<file path="config.mk">
export PLATFORM = sky130hd
export DESIGN_NAME = hazard_fwd_ctrl_flat
export DESIGN_NICKNAME = d
export VERILOG_FILES = /design/src/rtl/hazard_fwd_ctrl_if.sv /design/src/rtl/hazard_fwd_ctrl.sv /design/src/flat_wrapper.sv
export SDC_FILE = /design/constraint.sdc
export NUM_CORES = 1
export LEC_CHECK = 0
export CORE_ASPECT_RATIO = 0.7
export CORE_MARGIN = 2
export CORE_UTILIZATION = 47
export DETAILED_ROUTE_END_ITERATION = 10
export MAX_ROUTING_LAYER = met4
export PLACE_DENSITY = 0.87
export SYNTH_ARGS = -nofsm -noshare
export SYNTH_HDL_FRONTEND = slang
export SYNTH_SLANG_ARGS = --single-unit
</file>
<file path="constraint.sdc">
create_clock -name clk -period 2.5 [get_ports clk]
set_input_delay 0.5 -clock clk [delete_from_list [all_inputs] [get_ports clk]]
set_output_delay 0.5 -clock clk [all_outputs]
set_load 0.01 [all_outputs]
</file>
<file path="src/rtl/hazard_fwd_ctrl_if.sv">
// ID-stage hazard/forwarding bus between the pipeline (master) and hazard_fwd_ctrl (slave).
interface hazard_fwd_ctrl_if #(
  parameter int unsigned CNT_W = 16
);
  logic             id_valid;
  logic [4:0]       id_src1;
  logic [4:0]       id_src2;
  logic             id_use_src2;
  logic [4:0]       id_dest;
  logic             id_wb_en;
  logic             id_mem_read;
  logic             flush;
  logic             hazard_stall;
  logic [1:0]       fwd_sel_a;
  logic [1:0]       fwd_sel_b;
  logic [CNT_W-1:0] stall_cnt;

  modport master (
    output id_valid, id_src1, id_src2, id_use_src2, id_dest, id_wb_en, id_mem_read, flush,
    input  hazard_stall, fwd_sel_a, fwd_sel_b, stall_cnt
  );

  modport slave (
    input  id_valid, id_src1, id_src2, id_use_src2, id_dest, id_wb_en, id_mem_read, flush,
    output hazard_stall, fwd_sel_a, fwd_sel_b, stall_cnt
  );
endinterface

</file>
<file path="src/rtl/hazard_fwd_ctrl.sv">
// Load-use/RAW hazard detection and EX operand-forward select generation for a 5-stage pipeline.
// Define HAZARD_FWD_FORWARDING_EN to enable forwarding; otherwise every EX/MEM dependence stalls.
module hazard_fwd_ctrl #(
  parameter int unsigned CNT_W = 16
) (
  input logic             clk,
  input logic             rst,
  hazard_fwd_ctrl_if.slave bus
);
  typedef struct packed {
    logic       valid;
    logic       wb_en;
    logic [4:0] dest;
    logic       mem_read;
  } slot_t;

  typedef enum logic [1:0] {
    SEL_RF  = 2'b00,
    SEL_MEM = 2'b01,
    SEL_WB  = 2'b10
  } fwd_sel_e;

  slot_t            ex_q, mem_q, wb_q, id_slot;
  logic [CNT_W-1:0] cnt_q;
  logic             src1_ex, src2_ex, src1_mem, src2_mem;
  logic             raw_stall, stall, advance;
  logic             unused_bits;

  function automatic logic hit(input slot_t s, input logic [4:0] src);
    return s.valid && s.wb_en && (s.dest == src) && (src != 5'd0);
  endfunction

  function automatic fwd_sel_e pick(input logic ex_hit, input logic mem_hit);
    if (ex_hit)       return SEL_MEM;
    else if (mem_hit) return SEL_WB;
    else              return SEL_RF;
  endfunction

  always_comb begin
    src1_ex  = hit(ex_q, bus.id_src1);
    src2_ex  = bus.id_use_src2 && hit(ex_q, bus.id_src2);
    src1_mem = hit(mem_q, bus.id_src1);
    src2_mem = bus.id_use_src2 && hit(mem_q, bus.id_src2);
  end

`ifdef HAZARD_FWD_FORWARDING_EN
  assign raw_stall = (src1_ex || src2_ex) && ex_q.mem_read;
`else
  assign raw_stall = src1_ex || src2_ex || src1_mem || src2_mem;
`endif

  // flush dominates a concurrent stall: the squashed instruction must not freeze the front end
  assign stall   = !rst && bus.id_valid && !bus.flush && raw_stall;
  assign advance = bus.id_valid && !stall && !bus.flush;

  always_comb begin
    id_slot          = '0;
    id_slot.valid    = 1'b1;
    id_slot.wb_en    = bus.id_wb_en;
    id_slot.dest     = bus.id_dest;
    id_slot.mem_read = bus.id_mem_read;
  end

  always_ff @(posedge clk or posedge rst) begin
    if (rst) begin
      ex_q  <= '0;
      mem_q <= '0;
      wb_q  <= '0;
      cnt_q <= '0;
    end else begin
      wb_q  <= mem_q;
      mem_q <= ex_q;
      ex_q  <= advance ? id_slot : '0;
      if (stall && (cnt_q != '1))
        cnt_q <= cnt_q + 1'b1;
    end
  end

  // WB occupant is tracked for completeness only: the register file writes before it is read
  assign unused_bits = ^{wb_q, mem_q.mem_read, ex_q.mem_read};

`ifdef HAZARD_FWD_FORWARDING_EN
  fwd_sel_e sel_a_q, sel_b_q;

  always_ff @(posedge clk or posedge rst) begin
    if (rst) begin
      sel_a_q <= SEL_RF;
      sel_b_q <= SEL_RF;
    end else if (advance) begin
      sel_a_q <= pick(src1_ex, src1_mem);
      sel_b_q <= pick(src2_ex, src2_mem);
    end else begin
      sel_a_q <= SEL_RF;
      sel_b_q <= SEL_RF;
    end
  end

  assign bus.fwd_sel_a = sel_a_q;
  assign bus.fwd_sel_b = sel_b_q;
`else
  assign bus.fwd_sel_a = SEL_RF;
  assign bus.fwd_sel_b = SEL_RF;
`endif

  assign bus.hazard_stall = stall;
  assign bus.stall_cnt    = cnt_q;
endmodule

</file>
<file path="src/flat_wrapper.sv">
// flat-port wrapper written by rule: the top's interface ports become plain ports
module hazard_fwd_ctrl_flat 
#(
  parameter int unsigned CNT_W = 16
)
  (clk, rst, bus_id_valid, bus_id_src1, bus_id_src2, bus_id_use_src2, bus_id_dest, bus_id_wb_en, bus_id_mem_read, bus_flush, bus_hazard_stall, bus_fwd_sel_a, bus_fwd_sel_b, bus_stall_cnt);
  hazard_fwd_ctrl_if #(.CNT_W(CNT_W)) bus_i ();
  input logic clk;
  input logic rst;
  input wire logic [$bits(bus_i.id_valid)-1:0] bus_id_valid;
  input wire logic [$bits(bus_i.id_src1)-1:0] bus_id_src1;
  input wire logic [$bits(bus_i.id_src2)-1:0] bus_id_src2;
  input wire logic [$bits(bus_i.id_use_src2)-1:0] bus_id_use_src2;
  input wire logic [$bits(bus_i.id_dest)-1:0] bus_id_dest;
  input wire logic [$bits(bus_i.id_wb_en)-1:0] bus_id_wb_en;
  input wire logic [$bits(bus_i.id_mem_read)-1:0] bus_id_mem_read;
  input wire logic [$bits(bus_i.flush)-1:0] bus_flush;
  output wire logic [$bits(bus_i.hazard_stall)-1:0] bus_hazard_stall;
  output wire logic [$bits(bus_i.fwd_sel_a)-1:0] bus_fwd_sel_a;
  output wire logic [$bits(bus_i.fwd_sel_b)-1:0] bus_fwd_sel_b;
  output wire logic [$bits(bus_i.stall_cnt)-1:0] bus_stall_cnt;
  assign bus_i.id_valid = bus_id_valid;
  assign bus_i.id_src1 = bus_id_src1;
  assign bus_i.id_src2 = bus_id_src2;
  assign bus_i.id_use_src2 = bus_id_use_src2;
  assign bus_i.id_dest = bus_id_dest;
  assign bus_i.id_wb_en = bus_id_wb_en;
  assign bus_i.id_mem_read = bus_id_mem_read;
  assign bus_i.flush = bus_flush;
  assign bus_hazard_stall = bus_i.hazard_stall;
  assign bus_fwd_sel_a = bus_i.fwd_sel_a;
  assign bus_fwd_sel_b = bus_i.fwd_sel_b;
  assign bus_stall_cnt = bus_i.stall_cnt;
  hazard_fwd_ctrl #(.CNT_W(CNT_W)) u_core (.clk(clk), .rst(rst), .bus(bus_i));
endmodule
</file>
Yosys cells after proc, flatten, opt, wreduce, memory -nomap -nowiden
Index checks and enable logic that the tools add are counted.

storage, ports and cells
  word-level logic and storage cells = 40
  bits in registers = 30
  memories = 0
  memory bits (read-only) = 0
  bits of input ports = 22
  bits in writable memories = 0
  bits in latches = 0

operators by class
  multiply operators = 0
  bitwise logic cells = 0
  multiplexer cells = 1
  shifts and indexed selects = 0
  divide/modulo/power cells = 0
  $lt $le $gt $ge = 0
  add/sub/neg operators = 1
  equal/unequal tests = 5
  reduce and logical (&&, ||, !) cells = 26

operators with widths
  cell                                           number
  equality test 5 bit                            4
  logical AND 1 bit                              18
  adder 16 x 1 -> 16 bit, second input constant  1
  inequality test 16 bit, second input constant  1
  nonzero test 5 bit                             2
  two-way mux 8 bit                              1
  logical NOT 1 bit                              3
  logical OR 1 bit                               3

Logic depth before layout (Yosys ltp)
  depth after elaboration = 12
  depth in mapped cells = 8
  depth with buffers taken out = 7

Worst setup path after synthesis
Ideal clock, no wire load.

  path type = reg2reg
  from = register u_core.cnt_q[8] (netlist: u_core.bus.stall_cnt[8])
  to = register u_core.cnt_q[1] (netlist: u_core.bus.stall_cnt[1])
  stages on the path, launching flop included = 8
  slack = 0.424 ns
  period minus slack after synthesis = 2.076 ns
  arrival = 1.951 ns
  cell sequence = dfrtp_1 > and4_1 > and2_4 > and3_4 > a2111o_1 > buf_2 > nand2_1 > mux2_2

on the way
  word-level cells in the longest chain between the ends = 2

RTL lines
  what                    line                   RTL
  from (decl)             hazard_fwd_ctrl.sv:24  logic [CNT_W-1:0] cnt_q;
  from (signal assigned)  hazard_fwd_ctrl.sv:75  cnt_q <= cnt_q + 1'b1;
  inequality test 16 bit  hazard_fwd_ctrl.sv:74  if (stall && (cnt_q != '1))
  logical AND 1 bit       hazard_fwd_ctrl.sv:74

No other way between the ends.
A chain may end at the register's enable or synchronous reset.

Worst setup path after layout
  from = input port bus_id_src1[4]
  to = output port bus_hazard_stall

on the way
  word-level cells in the longest chain between the ends = 7
  elaborated cells on any way between the ends = 11
  those cells by class = 2 x eq/ne; 9 x reduce/logical

RTL lines
  what                             line                   RTL
  from (decl)                      flat_wrapper.sv:11     input wire logic [$bits(bus_i.id_src1)-1:0] bus_id_src1;
  equality test 5 bit              hazard_fwd_ctrl.sv:30  return s.valid && s.wb_en && (s.dest == src) && (src != 5'd0);
  logical AND 1 bit (2 in a row)   hazard_fwd_ctrl.sv:30
  logical OR 1 bit                 hazard_fwd_ctrl.sv:49  assign raw_stall = src1_ex || src2_ex || src1_mem || src2_mem;
  logical OR 1 bit * (2 in a row)  hazard_fwd_ctrl.sv:49
  logical AND 1 bit *              hazard_fwd_ctrl.sv:53  assign stall = !rst && bus.id_valid && !bus.flush && raw_stall;
  to (decl)                        flat_wrapper.sv:18     output wire logic [$bits(bus_i.hazard_stall)-1:0] bus_hazard_stall;

Every way passes the cells marked *; elsewhere a longest branch is shown, timed or not.

==> impl_results.md <==
* WL/cell at 16.3 um
* TritonRoute pass-1 iters at 4
* P&R area growth vs syn at 44.1%
* Max Clk Rate at 0.410 GHz
* Number of flops mapped to enable cells by yosys at 0
* Max stage delay on crit path at 0.53 ns
* YS warnings at 0
* Slew Limit Fails at 0
* Die Span Y at 51.9 um
* Crit-path leading delay family: buffers and inverters
* Core area at 3150 um2
* Main synth FF type: dfrtp_1
* Max_cap viols at 0
* Starting Density at 0.490
* Pleak at 1.02 nW
* Gr ovfl total at 0
* Critical-path cell list: clkdlybuf4s50_1, xnor2_1, nand4_1, o22ai_2, o2bb2ai_2, and2_1, buf_2
* # clock sinks at 30
* Worst hold path class: flop to flop
* IO buf count at 37
* Skew-Pair Late Insertion Delay at 0.29 ns
* Cells after Synth at 147
* CTS tree: yes
* Placed wire-length estimate at 2.95 mm
* Antenna-violating nets left at 0
* Max stage delay cell, worst path: clkdlybuf4s50_1
* Remaining DRCs at 0
* Register bit count reported by yosys at 30
* WP data arrival at 1.94 ns
* Power density cells at 498 nW/um2
* Num rows at 17
* Worst Clk Skew at 0.00897 ns
* Cell Area, Synth at 1540 um2
* Worst EP required at 2.00 ns
* Syn_area_per_cell at 10.5 um2
* R2R Setup Slk at 0.27 ns
* Final TNS setup at 0 ns
* Finished Core Util at 0.705
* Clock-pin slew on the worst setup and hold paths at 0.07 ns
* CP Class: primary input to output port
* Layout Nets at 229
* Most frequent cells in the layout: 30 x dfrtp_1, 27 x clkdlybuf4s50_1, 22 x xnor2_1, 18 x buf_4, 15 x nand3_1
* Max clock buf depth at 2
* Final Setup Violations at 0
* Critical path fanouts, max at 3
* Vias post-DR at 1364
* Fin. Hold Viols at 0
* Commonest non-fill, non-tap cell in the layout: dfrtp_1
* # diodes at 0
* H-tree level count at 2
* CP bufs+invs at 2
* Seq/Total Area, Yosys at 0.487
* Maximum VDD drop at 353 uV
* Post-layout min period at 2.44 ns
* Layout cells sized above 1 at 0.170
* Die area at 3760 um2
* Final wirelength at 3.99 mm
* Die Width at 72.5 um
* Critical Path End Type: output port
* Placed Instances at 236
* GRT Total Usage at 0.241
* CTS Root Cell: clkbuf_8
* Vias/cell at 5.59
* Layout Cells excl Fill at 244
* Outcome: completed
* RePlAce Congestion at 0.984
* # IOs at 43
* Number of global-route vias before repair at 1304
* TritonCTS Buffers at 5
* Initial antenna violation count at 0
* Post-synthesis async set-or-reset flop share at 1.00
* Pin count of the biggest net entering global routing at 31
* Global-route wire length before repair at 6.48 mm
* DR iter-0 viols at 144
* Share of the cycle needed by the critical path after routing at 0.975
* Startpoint class of the critical path: primary input
* Post-synth cell types at 28
-- metrics by stage --
stage	hold slack (ns)	power (mW)	setup slack, ns	cell area [um2]
floorplan	0.373	0.560	0.424	1550
global placement	0.394	0.610	-0.447	2060
detailed placement	0.410	0.614	-0.483	2060
CTS	0.419	1.11	0.00612	2200
global route	0.426	1.14	-0.0149	2220
finish	0.431	1.11	0.0625	2220
-- registers in the layout, summed over array words and instances (netlist names) --
| name | cells |
|---|---|
| u_core.mem_q | 7 |
| u_core.ex_q | 7 |
| u_core.bus.stall_cnt | 16 |
-- repair_timing --
action,4_1_cts,5_1_grt
buffers inserted,1,0
hold buffers,0,0
endpoints found under the setup margin,7,12
pin swaps,6,4
resized for setup,12,7
-- layer usage --
layer	vias to the layer above	track usage	wire, um
li1	622	-	-
met1	667	0.323	1800
met2	61	0.352	1880
met3	14	0.0678	241
met4	0	0.0895	68
met5	-	-	0
-- logic make-up (layout without fill, tap and decap cells) --
group | Yosys count | after routing | share of synthesized area
compound gates | 16 | 16 | 0.0682
flops | 30 | 30 | 0.487
buf+inv | 9 | 65 | 0.0333
other cells | 1 | 4 | 0.00243
mux | 2 | 2 | 0.0146
xor+xnor | 34 | 34 | 0.193
simple gates | 54 | 54 | 0.193
fa+ha+maj | 1 | 1 | 0.00812
-- where the power goes --
part | total, mW | internal (mW) | switching, mW
Combinational | 0.100 | 0.0569 | 0.0431
Clock | 0.499 | 0.318 | 0.180
Sequential | 0.506 | 0.495 | 0.0112
-- cells in the mapped netlist (3+ instances only) --
cell     number  area [um2]
xor2_1       11        96.3
dfrtp_1      30         751
nand4_1      11        68.8
nand2_1       7        26.3
nor2_1        5        18.8
and2_1        7        43.8
a21oi_1      10        50.1
buf_4         4        30.0
inv_1         3        11.3
nand3_1      15        75.1
xnor2_1      23         201
-- path summary, 6_finish.rpt --
check | from | endpoint | cells past startpoint
setup / recovery | bus_id_src1[4] | bus_hazard_stall | 7
hold / removal | u_core.ex_q[7] | u_core.mem_q[7] | 0
setup reg to reg | u_core.ex_q[1] | u_core.bus.stall_cnt[14] | 8
hold reg to reg | u_core.ex_q[7] | u_core.mem_q[7] | 0
max in group asynchronous | rst | u_core.bus.stall_cnt[3] | 3
min in group asynchronous | rst | u_core.bus.stall_cnt[5] | 3
-- layout make-up --
cell class / instances / area [um2]
inverter: 3 / 11.3
timing repair buffer: 55 / 512
clock inverter: 1 / 30.0
fill: 214 / 927
multi-input combinational: 111 / 787
clock buffer: 6 / 82.6
sequential: 30 / 751
tap: 38 / 47.5
(Power assumes the default switching activity.)
